$ cat src/rtl/uart_bus_master.sv
// UART-driven bus initiator: 'W' A3..A0 D3..D0 issues one wr, 'R' A3..A0 issues one rd and returns the word MSB first.
// Optional build macro UART_BUS_MASTER_ACK_EN: 0x06 after each write, 0x15 on a framing error inside a partial frame.
`timescale 1ns/1ps
module uart_bus_master #(
    parameter int unsigned CLKS_PER_BIT = 434,
    parameter int unsigned TIMEOUT_CYC  = 1000000
) (
    input  logic        CLK,
    input  logic        Reset_n,
    input  logic        in,
    output logic        out,
    output logic        rd,
    output logic        wr,
    output logic [31:0] addr,
    output logic [31:0] wdata,
    input  logic [31:0] rdata,
    output logic        busy
);
    localparam int unsigned BIT_W = $clog2(CLKS_PER_BIT);
    localparam int unsigned TMO_W = $clog2(TIMEOUT_CYC + 1);
    localparam logic [BIT_W-1:0] BIT_LAST  = BIT_W'(CLKS_PER_BIT - 1);
    localparam logic [BIT_W-1:0] HALF_LAST = BIT_W'(CLKS_PER_BIT / 2 - 1);
    localparam logic [TMO_W-1:0] TMO_LAST  = TMO_W'(TIMEOUT_CYC - 1);
    localparam logic [7:0] CMD_WR = 8'h57;
    localparam logic [7:0] CMD_RD = 8'h52;

    typedef enum logic [1:0] {R_IDLE, R_START, R_DATA, R_STOP} rx_state_t;
    typedef enum logic [1:0] {T_IDLE, T_START, T_DATA, T_STOP} tx_state_t;
    typedef enum logic [2:0] {
        P_IDLE, P_ADDR, P_DATA, P_WR, P_RD, P_SEND
`ifdef UART_BUS_MASTER_ACK_EN
        , P_ACK
`endif
    } p_state_t;

`ifdef UART_BUS_MASTER_ACK_EN
    localparam p_state_t WR_NEXT   = P_ACK;
    localparam p_state_t FERR_NEXT = P_ACK;
`else
    localparam p_state_t WR_NEXT   = P_IDLE;
    localparam p_state_t FERR_NEXT = P_IDLE;
`endif

    // ---------------- RX synchronizer and receiver ----------------
    logic rx_meta, rx_sync, rx_prev;

    always_ff @(posedge CLK or negedge Reset_n) begin
        if (!Reset_n) begin
            rx_meta <= 1'b1;
            rx_sync <= 1'b1;
            rx_prev <= 1'b1;
        end else begin
            rx_meta <= in;
            rx_sync <= rx_meta;
            rx_prev <= rx_sync;
        end
    end

    rx_state_t        r_state, r_next;
    logic [BIT_W-1:0] r_cnt;
    logic [2:0]       r_bit;
    logic [7:0]       r_shift;
    logic             r_tick;
    logic             rx_valid, rx_ferr;
    logic [7:0]       rx_byte;

    assign rx_byte = r_shift;

    always_comb begin
        r_next   = r_state;
        rx_valid = 1'b0;
        rx_ferr  = 1'b0;
        r_tick   = (r_state == R_START) ? (r_cnt == HALF_LAST) : (r_cnt == BIT_LAST);
        case (r_state)
            R_IDLE:  if (rx_prev && !rx_sync) r_next = R_START;
            R_START: if (r_tick) r_next = rx_sync ? R_IDLE : R_DATA;
            R_DATA:  if (r_tick && r_bit == 3'd7) r_next = R_STOP;
            R_STOP: begin
                if (r_tick) begin
                    r_next   = R_IDLE;
                    rx_valid = rx_sync;
                    rx_ferr  = !rx_sync;
                end
            end
            default: r_next = R_IDLE;
        endcase
    end

    always_ff @(posedge CLK or negedge Reset_n) begin
        if (!Reset_n) begin
            r_state <= R_IDLE;
            r_cnt   <= '0;
            r_bit   <= '0;
            r_shift <= '0;
        end else begin
            r_state <= r_next;
            if (r_state == R_IDLE || r_tick) r_cnt <= '0;
            else                             r_cnt <= r_cnt + 1'b1;
            if (r_state == R_START) r_bit <= '0;
            if (r_state == R_DATA && r_tick) begin
                r_shift <= {rx_sync, r_shift[7:1]};
                r_bit   <= r_bit + 1'b1;
            end
        end
    end

    // ---------------- TX serializer ----------------
    tx_state_t        t_state, t_next;
    logic [BIT_W-1:0] t_cnt;
    logic [2:0]       t_bit;
    logic [7:0]       t_shift;
    logic             t_tick;
    logic             tx_start, tx_done;
    logic [7:0]       tx_byte;

    assign t_tick = (t_cnt == BIT_LAST);

    always_comb begin
        t_next  = t_state;
        tx_done = 1'b0;
        case (t_state)
            T_IDLE:  if (tx_start) t_next = T_START;
            T_START: if (t_tick) t_next = T_DATA;
            T_DATA:  if (t_tick && t_bit == 3'd7) t_next = T_STOP;
            T_STOP: begin
                if (t_tick) begin
                    t_next  = T_IDLE;
                    tx_done = 1'b1;
                end
            end
            default: t_next = T_IDLE;
        endcase
    end

    always_ff @(posedge CLK or negedge Reset_n) begin
        if (!Reset_n) begin
            t_state <= T_IDLE;
            t_cnt   <= '0;
            t_bit   <= '0;
            t_shift <= '0;
        end else begin
            t_state <= t_next;
            if (t_state == T_IDLE || t_tick) t_cnt <= '0;
            else                             t_cnt <= t_cnt + 1'b1;
            if (t_state == T_IDLE && tx_start) begin
                t_shift <= tx_byte;
                t_bit   <= '0;
            end
            if (t_state == T_DATA && t_tick) begin
                t_shift <= {1'b0, t_shift[7:1]};
                t_bit   <= t_bit + 1'b1;
            end
        end
    end

    always_comb begin
        case (t_state)
            T_START: out = 1'b0;
            T_DATA:  out = t_shift[0];
            default: out = 1'b1;
        endcase
    end

    // ---------------- Frame parser / bus sequencer ----------------
    p_state_t         p_state, p_next;
    logic [1:0]       p_cnt;
    logic             cmd_rd;
    logic [TMO_W-1:0] tmo_cnt;
    logic [31:0]      rd_word;
    logic [2:0]       send_idx;
    logic             is_cmd;
    logic             tmo_hit;
`ifdef UART_BUS_MASTER_ACK_EN
    logic [7:0]       ack_byte;
`endif

    assign is_cmd  = (rx_byte == CMD_WR) || (rx_byte == CMD_RD);
    assign tmo_hit = (tmo_cnt == TMO_LAST);

    always_comb begin
        p_next   = p_state;
        tx_start = 1'b0;
        tx_byte  = rd_word[31:24];
        case (p_state)
            P_IDLE: if (rx_valid && is_cmd) p_next = P_ADDR;
            // rx_valid is tested before the timeout so a byte arriving on the last cycle still counts
            P_ADDR: begin
                if (rx_valid) begin
                    if (p_cnt == 2'd3) p_next = cmd_rd ? P_RD : P_DATA;
                end else if (rx_ferr) begin
                    p_next = FERR_NEXT;
                end else if (tmo_hit) begin
                    p_next = P_IDLE;
                end
            end
            P_DATA: begin
                if (rx_valid) begin
                    if (p_cnt == 2'd3) p_next = P_WR;
                end else if (rx_ferr) begin
                    p_next = FERR_NEXT;
                end else if (tmo_hit) begin
                    p_next = P_IDLE;
                end
            end
            P_WR: p_next = WR_NEXT;
            P_RD: p_next = P_SEND;
            P_SEND: begin
                tx_start = (t_state == T_IDLE) && !send_idx[2];
                case (send_idx[1:0])
                    2'd0:    tx_byte = rd_word[31:24];
                    2'd1:    tx_byte = rd_word[23:16];
                    2'd2:    tx_byte = rd_word[15:8];
                    default: tx_byte = rd_word[7:0];
                endcase
                if (tx_done && send_idx[2]) p_next = P_IDLE;
            end
`ifdef UART_BUS_MASTER_ACK_EN
            P_ACK: begin
                tx_start = (t_state == T_IDLE) && (send_idx == 3'd0);
                tx_byte  = ack_byte;
                if (tx_done) p_next = P_IDLE;
            end
`endif
            default: p_next = P_IDLE;
        endcase
    end

    always_ff @(posedge CLK or negedge Reset_n) begin
        if (!Reset_n) begin
            p_state  <= P_IDLE;
            p_cnt    <= '0;
            cmd_rd   <= 1'b0;
            tmo_cnt  <= '0;
            rd_word  <= '0;
            send_idx <= '0;
            addr     <= '0;
            wdata    <= '0;
`ifdef UART_BUS_MASTER_ACK_EN
            ack_byte <= 8'h06;
`endif
        end else begin
            p_state <= p_next;
            if (p_state == P_IDLE && rx_valid && is_cmd) begin
                cmd_rd <= (rx_byte == CMD_RD);
                p_cnt  <= '0;
            end
            if (p_state == P_ADDR && rx_valid) begin
                addr  <= {addr[23:0], rx_byte};
                p_cnt <= p_cnt + 1'b1;
            end
            if (p_state == P_DATA && rx_valid) begin
                wdata <= {wdata[23:0], rx_byte};
                p_cnt <= p_cnt + 1'b1;
            end
            if ((p_state == P_ADDR || p_state == P_DATA) && !rx_valid)
                tmo_cnt <= tmo_cnt + 1'b1;
            else
                tmo_cnt <= '0;
            if (p_state == P_RD) rd_word <= rdata;
            if (p_next != p_state) send_idx <= '0;
            else if (tx_start)     send_idx <= send_idx + 1'b1;
`ifdef UART_BUS_MASTER_ACK_EN
            if (p_next == P_ACK && p_state != P_ACK)
                ack_byte <= (p_state == P_WR) ? 8'h06 : 8'h15;
`endif
        end
    end

    assign rd   = (p_state == P_RD);
    assign wr   = (p_state == P_WR);
    assign busy = (p_state != P_IDLE);

endmodule

$ cat config.mk
export PLATFORM = sky130hd
export DESIGN_NAME = uart_bus_master
export DESIGN_NICKNAME = d
export VERILOG_FILES = /design/src/rtl/uart_bus_master.sv
export SDC_FILE = /design/constraint.sdc
export NUM_CORES = 1
export LEC_CHECK = 0
export ABC_AREA = 0
export CAP_MARGIN = 20
export CELL_PAD_IN_SITES_DETAIL_PLACEMENT = 0
export CELL_PAD_IN_SITES_GLOBAL_PLACEMENT = 2
export CORE_MARGIN = 10
export CORE_UTILIZATION = 32
export CTS_CLUSTER_DIAMETER = 200
export DETAILED_ROUTE_END_ITERATION = 8
export PLACE_DENSITY_LB_ADDON = 0.25
export SLEW_MARGIN = 5
export SYNTH_ARGS = -nofsm -noshare
export SYNTH_HDL_FRONTEND = slang
export SYNTH_SLANG_ARGS = --single-unit
$ cat constraint.sdc
create_clock -name CLK -period 2.31 [get_ports CLK]
set_clock_uncertainty 0.1 [all_clocks]
set_input_delay 0.462 -clock CLK [delete_from_list [all_inputs] [get_ports CLK]]
set_output_delay 0.462 -clock CLK [all_outputs]
set_load 0.005 [all_outputs]
-- Word level (Yosys, flattened, before mapping)
Cells that the tools add are included.
- flip-flop bits (word level): 172
- input bits: 35
- add/sub/neg operators: 7
- equality and inequality tests: 31
- mux-type cells: 46
- reduce and logical (&&, ||, !) cells: 32
- operator list (operator ; count):
    3-bit two-way mux ; 15
    2-bit two-way mux ; 12
    8-bit two-way mux ; 3
    8-bit case mux with 3 select lines ; 1
    20-bit by 1-bit adder with 20-bit output, second input constant ; 1
    20-bit equality test, second input constant ; 1
    20-bit two-way mux ; 1
    9-bit by 1-bit adder with 9-bit output, second input constant ; 2
    9-bit equality test, second input constant ; 2
    9-bit two-way mux ; 2
    8-bit by 7-bit equality test with 1-bit output, second input constant ; 2
    2-bit inequality test, second input constant ; 8
    2-bit case mux with 4 select lines ; 2
    3-bit case mux with 5 select lines ; 1
    1-bit logical AND ; 14
    2-bit equality test, second input constant ; 6
    3-bit equality test, second input constant ; 4
    3-bit by 1-bit adder with 3-bit output, second input constant ; 3
    9-bit by 8-bit equality test with 1-bit output, second input constant ; 1
    1-bit two-way mux ; 8
    4-bit AND reduction ; 2
    2-bit by 1-bit equality test with 1-bit output, second input constant ; 3
    3-bit by 2-bit equality test with 1-bit output, second input constant ; 2
    2-bit zero test ; 3
    9 further kinds ; 17

-- Depth between registers and ports, before layout
- depth in word-level cells: 9
- mapped depth: 9

-- Worst setup path after synthesis
No wires, ideal clock.
- path type: reg2reg
- start point: register r_cnt[1]
- end point: register addr[10]
- library setup time: 0.125 ns
- arrival time: 2.125 ns
- data required time: 2.085 ns
- path slack: -0.040 ns
- cell stages (with the launch flop): 7
- buffers on the path: 2
- clock period less this slack: 2.350 ns
- path through: dfrtp_1 -> nor4bb_1 -> a21bo_1 -> buf_2 -> nor3_4 -> buf_4 -> mux2_2
- word-level cells in the longest chain between the ends: 5
- RTL lines (element ; RTL line ; source):
    start: declaration ; 60 ; logic [BIT_W-1:0] r_cnt;
    start signal: assignment ; 98 ; else r_cnt <= r_cnt + 1'b1;
    9-bit equality test or 9-bit by 8-bit equality test with 1-bit output (tied branches) ; 73 ; r_tick = (r_state == R_START) ? (r_cnt == HALF_LAST) : (r_cnt == BIT_LAST);
    1-bit two-way mux (*) ; 73 ;
    1-bit two-way mux (*) ; 79 ; if (r_tick) begin
    1-bit two-way mux (*) ; 74 ; case (r_state)
    1-bit logical AND (*) ; 247 ; if (p_state == P_ADDR && rx_valid) begin
    end signal: assignment ; 248 ; addr <= {addr[23:0], rx_byte};
    end: declaration ; 14 ; output logic [31:0] addr,
Every way passes the cells marked *; elsewhere a longest branch is shown, timed or not.
A chain may end at the register's enable or synchronous reset.

-- Worst setup path in the final report
- start point: register tmo_cnt[13]
- end point: register send_idx[1]
- word-level cells in the longest chain between the ends: 7
- RTL lines (element ; RTL line ; source):
    start: declaration ; 168 ; logic [TMO_W-1:0] tmo_cnt;
    start signal: assignment ; 256 ; tmo_cnt <= tmo_cnt + 1'b1;
    20-bit equality test (*) ; 178 ; assign tmo_hit = (tmo_cnt == TMO_LAST);
    3-bit two-way mux (*) ; 192, 201 ;
    3-bit two-way mux (*) ; 190 ; end else if (rx_ferr) begin
    3-bit two-way mux, on equally long branches ; 197, 188 ;
    3-bit case mux with 5 select lines (*) ; 184 ; case (p_state)
    3-bit inequality test (*) ; 260 ; if (p_next != p_state) send_idx <= '0;
    3-bit two-way mux or 2-bit nonzero test (tied branches) ; - ;
    end signal: assignment ; 261 ; else if (tx_start) send_idx <= send_idx + 1'b1;
    end: declaration ; 170 ; logic [2:0] send_idx;
Marked as above.

==> impl_metrics.ini <==
[yosys]
syn_inst = 701
synth_flop_cell = dfrtp_1
synth_area_per_cell_um2 = 10.95
synth_seq_area_share = 0.5611
async_flop_share = 1.000
ys_types = 62
synth_area_um2 = 7677
yosysWarningCount = 0
ys_ff_latch = 172
synth_area_leaders = dfrtp_1 (55%), mux2_2 (10%), nand2_1 (6.3%)
synth_top_area_share = 0.5508
synthesis.nets = 753
synth_edf_count = 0
synth_top_area_cell = dfrtp_1

[setup_path]
cp.required_ns = 2.55
crit_arrival_ns = 2.47
crit_type = flop to flop
cp-start-kind = flop
critPathMaxFanout = 5
worst_setup_path_end_kind = flop

[layout]
fillers = 2254
syn_to_final_growth_pct = 31.94
antenna_cells = 0
drive_gt1_frac = 0.2118
nets = 889
post-route-util = 0.4303

[sta]
finalSetupTns_ns = 0
min_period_ns = 2.233
maxSlewHeadroom = 0.5963
rsz0062_at_grt = true
whs_ns = 0.2578
maxSlewViolCount = 0
worst_pin_slew_ns = 0.6015
max_freq_ghz = 0.4478
setup_viol = 0
period_share = 0.9668
finalHoldViolCount = 0

[floorplanning]
die_h_um = 174.9
initial_utilization = 0.3261
ioPinCount = 103
fp-row-count = 56
dieWidth_um = 174.9
dieArea_um2 = 30590
core_um2 = 23540

[global_route]
grt_max_degree = 53
grt_antenna_before_repair = 0
grt_pass1_vias = 5861
overflow = 0
track_usage = 0.1221
grt_pass1_wl_mm = 30.76

[clock_network]
cts_tree = built
cts_inserted_buffers = 17
htree_levels = 4
clkSinkCount = 172
clockBufferDepth = 2
insertion_delay_ns = 0.42
clockRootBuffer = clkbuf_16
clk_pin_slew_ns = 0.07

[route]
vias = 5519
viasPerCell = 4.721
ant_nets = 0
dr.pass1.iters = 4
avgRoutedWirePerCell_um = 15.51
first_iter_violations = 441
drc_errors = 0
routed_wl_mm = 18.13

[placed_design]
io_buffers = 102
place_congestion = 0.7985
dp_hpwl_mm = 12.79

[flow_run]
drv_cap = 0

[power_and_ir_drop]
p_total_w = 0.006559
p_leak_nw = 4.620
p_per_area_nw_per_um2 = 647.5
ir_worst_vdd_v = 0.0003493

[hold_path]
hold_path_class = flop to flop

[run_status]
run_status = complete, no violations
[per-layer routing]
metal	wire length, um	up-vias	part of all wire	global-route usage
li1	-	2693	-	-
met1	8808	2731	0.49	0.1614
met2	8622	85	0.48	0.1953
met3	559	10	0.031	0.02824
met4	141	0	0.0078	0.03532
met5	0	-	0	0
[synthesized netlist by cell type (3+ instances only)]
master    number
a22oi_1        7
xor2_1        21
nand4b_1       3
a221oi_1       7
nor4b_1        3
buf_4          4
nand2b_1       4
clkbuf_1      23
xnor2_1       12
mux2_1         3
inv_1         12
o21ai_0       28
a21oi_1       13
dfstp_2        3
mux2_2        69
nor2b_1        5
nand4_1        7
mux2i_1        4
and3_1         8
buf_2          5
nand3_1       20
ha_1          17
dfrtp_1      169
o211ai_1       6
a31oi_1        5
nor3_1         5
nand2_1      129
nor2_1        64
o31ai_1        3
or3_1          3
[cells by family after synthesis]
| kind of cell | count (synthesis) | synth area share |
|---|---|---|
| simple gates | 269 | 0.1617 |
| compound gates | 88 | 0.07578 |
| fa+ha+maj | 17 | 0.02770 |
| xor+xnor | 33 | 0.03765 |
| flops | 172 | 0.5611 |
| buf+inv | 46 | 0.02526 |
| mux | 76 | 0.1108 |
[critical path: stages (launching register included)]
cell      delay [ns]
dfrtp_1         0.39
or4_4           0.55
nor4_4          0.27
buf_4           0.17
nor3_4          0.05
or4_4           0.44
a211oi_2        0.18
[per-stage QoR]
step / area, um^2 / std cells / worst slack, ns
2_1_floorplan: 7684 / 701 / 0.01130
4_1_cts: 10060 / 1167 / 0.02718
3_5_place_dp: 9358 / 1131 / -0.05469
3_3_place_gp: 9358 / 1131 / -0.01520
5_1_grt: 10130 / 1169 / -0.05507
6_report: 10130 / 1169 / 0.07674
[path summary, 6_finish.rpt]
path | cells past startpoint | slack (ns) | endpoint | from
worst max-delay path | 6 | 0.08 | send_idx[1] | tmo_cnt[13]
worst min-delay path | 0 | 0.26 | rx_sync | rx_meta
worst max register to register | 6 | 0.08 | send_idx[1] | tmo_cnt[13]
worst min register to register | 0 | 0.26 | rx_sync | rx_meta
max in group asynchronous | 3 | 0.98 | rx_sync | Reset_n
min in group asynchronous | 2 | 0.44 | rd_word[25] | Reset_n
[placed cells by master, fill, tap and decap left out, types with 7 or more instances in the layout]
master | netlist | layout
a221oi_1 | 7 | 7
a21oi_1 | 13 | 12
clkdlybuf4s50_1 | 0 | 98
nand2_1 | 129 | 129
dfrtp_1 | 169 | 166
nand4_1 | 7 | 7
clkbuf_16 | 0 | 17
nand3_1 | 20 | 20
nor2_1 | 64 | 62
o21ai_0 | 28 | 26
xnor2_1 | 12 | 12
ha_1 | 17 | 16
inv_1 | 12 | 11
mux2_2 | 69 | 69
xor2_1 | 21 | 21
buf_4 | 4 | 41
and3_1 | 8 | 8
a22oi_1 | 7 | 7
[cell type report]
cell class / instances / area [um^2] / share of cell area
Timing Repair Buffer: 150 / 1456 / 0.1438
Sequential cell: 172 / 4312 / 0.4256
Tap cell: 319 / 399.1 / 0.03940
Multi-Input combinational cell: 483 / 3284 / 0.3242
Clock inverter: 15 / 203.9 / 0.02013
Inverter: 13 / 48.80 / 0.004817
Clock buffer: 17 / 425.4 / 0.04200
[sequential cells by signal, indices dropped and copies added (netlist names), named ones only]
register / count
addr: 32
rd_word: 32
wdata: 32
tmo_cnt: 20
r_cnt: 9
t_cnt: 9
r_shift: 8
t_shift: 8
p_state: 3
r_bit: 3
send_idx: 3
t_bit: 3
p_cnt: 2
t_state: 2
cmd_rd: 1
r_state: 1
rx_meta: 1
rx_prev: 1
rx_sync: 1
[report_power, final]
group / internal [W] / switching [W]
sequential: 0.00308 / 0.0000590
clock: 0.00175 / 0.00130
combinational: 0.000193 / 0.000184
total: 0.00502 / 0.00154
[what timing repair did]
action	in CTS	in global routing
gates resized for setup	16	11
pin swaps	5	13
hold endpoints to repair	38	0
setup endpoints to repair	5	21
setup buffers	3	2
hold buffers	1	0
No activity file was read; power rests on OpenSTA's default activity.
